## config.mk

```make
export PLATFORM = sky130hd
export DESIGN_NAME = filtro_promedio_9
export DESIGN_NICKNAME = d
export VERILOG_FILES = /design/src/rtl/filtro_pkg.sv /design/src/rtl/divisor_const_9.sv /design/src/rtl/filtro_promedio_9.sv
export SDC_FILE = /design/constraint.sdc
export NUM_CORES = 1
export LEC_CHECK = 0
export CORE_ASPECT_RATIO = 0.7
export CORE_MARGIN = 4
export CORE_UTILIZATION = 50
export DETAILED_ROUTE_END_ITERATION = 8
export PLACE_DENSITY_LB_ADDON = 0.05
export SLEW_MARGIN = 20
export SYNTH_ARGS = -nofsm -noshare
export SYNTH_HDL_FRONTEND = slang
export SYNTH_SLANG_ARGS = --single-unit
```

## constraint.sdc

```tcl
create_clock -name clk -period 4.9 [get_ports clk]
set_clock_uncertainty 0.05 [all_clocks]
set_input_delay 0.49 -clock clk [delete_from_list [all_inputs] [get_ports clk]]
set_output_delay 0.49 -clock clk [all_outputs]
set_load 0.005 [all_outputs]
```

## src/rtl/filtro_pkg.sv

```systemverilog
// Shared types and constants for the 9-sample averaging stage.
package filtro_pkg;

  typedef enum logic [1:0] {
    ACUMULA,
    DIVIDE,
    ENTREGA
  } estado_prom_t;

  localparam int N_MUESTRAS = 9;
  localparam int BIAS_RED   = 4;
  localparam int ITER_DIV   = 16;

endpackage

```

## src/rtl/divisor_const_9.sv

```systemverilog
// Sequential restoring divider by 9, MSB first, one quotient bit per clock.
// listo/cociente present the 16th iteration combinationally so the caller can latch it on that edge.
module divisor_const_9
  import filtro_pkg::*;
(
  input  logic        clk,
  input  logic        rst,
  input  logic        cargar,
  input  logic [15:0] dividendo,
  output logic        listo,
  output logic [15:0] cociente
);

  logic [4:0]  resto;
  logic [15:0] desplaza;
  logic [3:0]  cuenta;
  logic        activo;

  logic [5:0]  tanteo;
  logic [4:0]  resto_sig;
  logic        bit_q;

  always_comb begin
    tanteo = {resto, desplaza[15]};
    if (tanteo >= 6'(N_MUESTRAS)) begin
      bit_q     = 1'b1;
      resto_sig = 5'(tanteo - 6'(N_MUESTRAS));
    end else begin
      bit_q     = 1'b0;
      resto_sig = tanteo[4:0];
    end
  end

  // dividend bits shift out the top while quotient bits shift in at the bottom
  assign cociente = {desplaza[14:0], bit_q};
  assign listo    = activo && (cuenta == 4'(ITER_DIV - 1));

  always_ff @(posedge clk or negedge rst) begin
    if (!rst) begin
      resto    <= '0;
      desplaza <= '0;
      cuenta   <= '0;
      activo   <= 1'b0;
    end else if (cargar) begin
      resto    <= '0;
      desplaza <= dividendo;
      cuenta   <= '0;
      activo   <= 1'b1;
    end else if (activo) begin
      resto    <= resto_sig;
      desplaza <= cociente;
      cuenta   <= cuenta + 4'd1;
      if (listo) activo <= 1'b0;
    end
  end

endmodule

```

## src/rtl/filtro_promedio_9.sv

```systemverilog
// Accumulates blocks of 9 samples and delivers the rounded mean over a valid/ack port.
//   state   | meaning
//   ACUMULA | accepting samples, summing into acc
//   DIVIDE  | divider running on (sum + 4)
//   ENTREGA | result held until promedio_tomado
module filtro_promedio_9
  import filtro_pkg::*;
#(
  parameter int ANCHO = 12
) (
  input  logic             clk,
  input  logic             rst,
  input  logic             limpiar,
  input  logic             muestra_valida,
  input  logic [ANCHO-1:0] muestra,
  output logic             muestra_lista,
  output logic [3:0]       indice,
  output logic [ANCHO-1:0] promedio,
  output logic             promedio_valido,
  input  logic             promedio_tomado,
  output logic             ocupado
);

  estado_prom_t      estado;
  logic [ANCHO+3:0]  acc;
  logic [15:0]       suma_sesgada;
  logic              acepta;
  logic              cierra_bloque;
  logic              div_listo;
  logic [15:0]       div_cociente;

  assign acepta        = (estado == ACUMULA) && muestra_valida && !limpiar;
  assign cierra_bloque = acepta && (indice == 4'(N_MUESTRAS - 1));
  assign suma_sesgada  = 16'(acc) + 16'(muestra) + 16'(BIAS_RED);

  divisor_const_9 u_divisor (
    .clk       (clk),
    .rst       (rst),
    .cargar    (cierra_bloque),
    .dividendo (suma_sesgada),
    .listo     (div_listo),
    .cociente  (div_cociente)
  );

  always_ff @(posedge clk or negedge rst) begin
    if (!rst) begin
      estado          <= ACUMULA;
      acc             <= '0;
      indice          <= '0;
      promedio        <= '0;
      promedio_valido <= 1'b0;
      muestra_lista   <= 1'b1;
      ocupado         <= 1'b0;
    end else if (limpiar) begin
      // a divider run left behind is ignored: listo only matters in DIVIDE
      estado          <= ACUMULA;
      acc             <= '0;
      indice          <= '0;
      promedio_valido <= 1'b0;
      muestra_lista   <= 1'b1;
      ocupado         <= 1'b0;
    end else begin
      case (estado)
        ACUMULA: begin
          if (cierra_bloque) begin
            estado        <= DIVIDE;
            acc           <= '0;
            indice        <= '0;
            muestra_lista <= 1'b0;
            ocupado       <= 1'b1;
          end else if (acepta) begin
            acc    <= acc + (ANCHO+4)'(muestra);
            indice <= indice + 4'd1;
          end
        end
        DIVIDE: begin
          if (div_listo) begin
            promedio        <= ANCHO'(div_cociente);
            promedio_valido <= 1'b1;
            ocupado         <= 1'b0;
            estado          <= ENTREGA;
          end
        end
        ENTREGA: begin
          if (promedio_tomado) begin
            promedio_valido <= 1'b0;
            muestra_lista   <= 1'b1;
            estado          <= ACUMULA;
          end
        end
        default: begin
          estado        <= ACUMULA;
          muestra_lista <= 1'b1;
          ocupado       <= 1'b0;
        end
      endcase
    end
  end

endmodule

```

[Word-level counts from Yosys, hierarchy flattened]
Index checks and enable logic that the tools add are counted.
W data, S select, Z words.
Word-level totals
  bits in registers: 63
  input bits: 17
  output and inout bits: 19
  word-level logic and storage cells: 79
Operators by class
  $add $sub $neg: 5
  $lt $le $gt $ge: 1
  eq/ne operators: 9
  mux-type cells: 36
  bitwise operators: 1
  reduce and logical (&&, ||, !) cells: 16
Operators with widths (count)
  $mux W16: 6
  $mux W4: 6
  $add A16 B12 Y16: 1
  $add A16 B3 Y16 const B: 1
  $mux W5: 3
  $reduce_and A3 Y1: 5
  $mux W1: 13
  $ne A3 B3 Y1 const B: 3
  $add A4 B1 Y4 const B: 2
  $eq A4 B4 Y1 const B: 2
  $mux W2: 4
  $ge A6 B4 Y1 const B: 1
  $pmux W1 S3: 2
  $pmux W2 S3: 1
  $reduce_bool A3 Y1: 2
  $sub A5 B4 Y5 const B: 1
  $logic_and A1 B1 Y1: 4
  $ne A2 B2 Y1 const B: 2
  $reduce_bool A2 Y1: 2
  $eq A2 B1 Y1 const B: 1
  $eq A2 B2 Y1 const B: 1
  $logic_not A2 Y1: 1
  $pmux W1 S2: 1
  $reduce_and A2 Y1: 1
  other kinds (2): 2

[Depth between registers and ports, before layout]
  word-level depth: 7
  gate-level depth with buffers: 11
  gate-level depth less buffers: 11

[Cells and area by module]
A second synthesis with hierarchy kept.
Second synthesis, totals
  cells, all modules: 403
  area total of the unflattened synthesis: 3946.3 sq um
By module, submodules not included
  filtro_promedio_9: instances 1, cells an instance 254, area each 2509.9 sq um, seq. area each 927.1 sq um
  divisor_const_9: instances 1, cells an instance 149, area each 1436.4 sq um, seq. area each 650.6 sq um

[Worst setup path before layout]
OpenSTA, ideal clock, no wires.
  path type: input-to-reg
  from: input port muestra[0]
  to: register u_divisor.desplaza[14]
  setup time: 0.120 ns
  arrival time: 2.959 ns
  data required time: 4.730 ns
  path slack: 1.772 ns
  cell stages on the path: 9
  path buffers: 0
  path through: ha_1 fa_1 a211oi_1 o21ai_2 a211oi_2 nor3_1 or4_4 or3_1 a31o_1
On the way
  cells in the longest elaborated chain, start to end: 3
Ends and longest elaborated chain
  from (decl): RTL line filtro_promedio_9.sv:15  | input logic [ANCHO-1:0] muestra,
  $add A16 B12 Y16: RTL line filtro_promedio_9.sv:34  | assign suma_sesgada = 16'(acc) + 16'(muestra) + 16'(BIAS_RED);
  $add A16 B3 Y16: RTL line filtro_promedio_9.sv:34
  $mux W16: RTL line divisor_const_9.sv:44  | end else if (cargar) begin
  to (signal assigned): RTL line divisor_const_9.sv:46  | desplaza <= dividendo;
  to (signal assigned): RTL line divisor_const_9.sv:51  | desplaza <= cociente;
  to (decl): RTL line divisor_const_9.sv:15  | logic [15:0] desplaza;
No other way between the ends.
A chain may end at the register's enable or synchronous reset.

[Worst setup path after layout]
  from: input port muestra[0]
  to: register u_divisor.desplaza[15]
The elaborated chain is that of the path after synthesis.

==> results.md <==
- Total vias in the final route: 3,187
- CP Class: in2reg
- Htree depth: 3
- Root Driver: clkbuf_16
- Initial antenna violation count: 0
- Commonest non-fill, non-tap cell in the layout: dfrtp_1
- Slowest stage delay, CP: 0.58 ns
- Placer Congestion: 0.8504
- Avg Cell Area, Syn: 9.711 µm²
- Initial DRC Count: 180
- Fin Setup TNS: 0 ns
- Placed cell areas: 4374 µm²
- Via-to-Cell Ratio: between 5 and 6
- Reg area: 1578 µm²
- Main area contributors after synthesis: dfrtp_1, ha_1, o21ai_0
- Area grow syn2layout: 17.43%
- Number of global-route vias before repair: 3,073
- Worst setup EP type: flip-flop
- Measured slew at the worst slew-check pin: 0.9795 ns
- Post-CTS setup buffers: 0
- Pleak: 1.944 nW
- CP top delay family: simple AND/OR/NAND/NOR gates
- Fillers: roughly 640
- Relative slew margins: 34.21%
- Port bufs: 35
- Worst Path Arrival: 3.68 ns
- Design area: 4687 µm²
- Most frequent cells in the layout: dfrtp_1, nand2_1, clkdlybuf4s50_1
- F_max: between 0.2 and 0.3 GHz
- Most used flip-flop cell after synthesis: dfrtp_1
- Final WL: 9.094 mm
- Remaining global-route overflow: 0
- Dpl hpwl: around 6.5 mm
- Core Area: 7515 µm²
- Die width: 114.8 µm
- RSZ-0062 raised after global routing: false
- IO Pins: 36
- Ys async rst share: 100.0%
- Sequential cell area fraction in the yosys report: 39.53%
- CTS tree: yes
- Post-synth EDFFs: 0
- Synth unique cells: 66
- CP Cell Sequence: clkdlybuf4s50_1 -> ha_1 -> fa_1 -> a211o_1 -> a2111o_1 -> nand3_1 -> nand4_1 -> nor4_2 -> nand4_1 -> a31o_1
- Final Max Tran Viols: 0
- Placed Instances: 529
- Worst hold path type: in2async
- Row count: 26
- DRC Markers: 0
- GR Util All Layers: 20.71%
- Resized cells post-CTS: 0
- Register bit total from synthesis: 63
- CP max-delay cell: nor4_2
- CTS Buffer Depth: 2
- Clk slew on worst S/H paths: 0.05 ns
- Area of the multi-input gates: 2250 µm²
- Max Cap Viol: 0
- CP startpoint kind: primary input
- Starting Density: between 50% and 60%
- N_diodes: 0
- Peak supply drop: 0.2910 mV
- Clock Sinks: 63
- Endpoints failing hold: 0
- Final worst path period need: ~3.5 ns
- Global-route wire length before repair: 15.43 mm
- PD cells: roughly 340 nW/µm²
- Total CTS buffers: 9
- Most used cell along the critical path: nand4_1
- Final setup fails: 0
- Yosys top cell area share: between 30 and 40%
- Worst Path Max Fanout: 5
- Synthesized cell area: around 4000 µm²
- Hold_buf cts: 0
- Clock latency at the later pin of the worst-skew pair: roughly 0.33 ns
- Die H: slightly above 80 µm
- Status: complete, no violations
- Fraction of layout cells with a size suffix above 1: 11.21%
- Final core occ: 62.37%
- Req. time, crit path: roughly 5.1 ns
- Die footprint: 9499 µm²
- Yosys top cell by area: dfrtp_1
- Critical path buffer and inverter count: 1
- Layout Cells excl Fill: 544
- Hold slack final: 0.07114 ns
- Initial DRT Pass Iterations: 4
- Average wire per standard cell: approximately 17 µm
- CP startpoint: muestra[0]
- Largest net degree at the start of global routing: 47
- Antenna viol nets, final: 0
- Yosys Warn Count: 0
- Syn Inst Count: 411
- Reg2Reg Launch Point: acc[0]
- Nets: about 480
- Ratio of final minimum period to clock period: 71.69%
- Post-Syn Nets: 447
[power breakdown]
| part | total, W | internal, W | leakage, nW | switching (W) |
|---|---|---|---|---|
| combinational | 0.000378 | 0.000146 | 1.02 | 0.000233 |
| clock | 0.000672 | 0.000454 | 0.155 | 0.000218 |
| sequential | 0.000555 | 0.000538 | 0.767 | 0.0000163 |
[final timing paths]
check | slack [ns] | endpoint | depth (start not counted)
setup / recovery | 1.39 | u_divisor.desplaza[15] | 10
hold / removal | 0.07 | acc[4] | 1
setup reg to reg | 1.59 | u_divisor.desplaza[15] | 9
hold reg to reg | 0.44 | acc[2] | 2
max in group asynchronous | 3.75 | u_divisor.desplaza[12] | 2
min in group clk | 0.44 | acc[2] | 2
[cell type report]
cell class	count	share of cell area, %
Clock buffer	11	5.179
Tap cell	98	2.616
Clock inverter	4	1.495
Sequential cell	63	33.66
Timing Repair Buffer	39	8.009
Inverter	13	1.041
Multi-Input combinational cell	316	48.00
[state kept, by name, indices dropped and copies added (netlist names)]
name and flops:
acc 16, estado 2, u_divisor.activo 1, ocupado 1
muestra_lista 1, u_divisor.desplaza 16, promedio_valido 1, u_divisor.cuenta 4
u_divisor.resto 5, indice 4, promedio 12
[synth_stat cells, drive strengths merged (2+ instances only)]
cell type / instances
inv: 13
clkbuf: 12
nor4: 3
o211ai: 3
ha: 18
nand3: 7
nand2: 34
and3b: 2
nor3: 10
o311ai: 2
and2: 2
o221ai: 2
a21oi: 26
a31oi: 4
a31o: 4
dfrtp: 62
o21ai: 32
nor3b: 5
or2: 2
a22o: 8
nor2: 27
o31ai: 2
xor2: 9
a21boi: 2
buf: 7
a21o: 8
or3: 5
a211oi: 17
a2111oi: 2
nand4: 7
nand3b: 2
nor2b: 8
nand2b: 3
xnor2: 12
o21a: 7
mux2i: 14
mux2: 13
[worst register-to-register path, stage by stage (launching register included)]
cell,delay [ns]
dfrtp_1,0.38
ha_1,0.24
fa_1,0.47
a211o_1,0.34
a2111o_1,0.38
nand3_1,0.15
nand4_1,0.21
nor4_2,0.58
nand4_1,0.15
a31o_1,0.26
[routing by layer]
layer / global-route usage (%) / share of wire [%] / vias to the layer above
met5: 0 / 0 / -
met4: 5.393 / 1.0 / 0
met3: 4.953 / 5.8 / 13
met2: 30.37 / 41 / 87
met1: 30.63 / 52 / 1513
li1: - / - / 1574
[logic make-up after synthesis]
logic type	count (synthesis)	share of synthesized area, %
flip-flops	63	39.53
AO/OA/AOI/OAI	126	22.16
adder cells (fa/ha/maj)	19	6.144
multiplexers	27	7.179
AND/OR/NAND/NOR	123	16.05
XOR/XNOR	21	4.608
buffers and inverters	32	4.326
[stage by stage]
stage               worst slack [ns]  power (W)
floorplan                      1.772  0.0008456
global placement               1.130  0.0009312
detailed placement             1.051  0.0009354
CTS                            1.391   0.001616
global route                   1.175   0.001684
finish                         1.387   0.001605
Power figures use the tool's default switching activity.
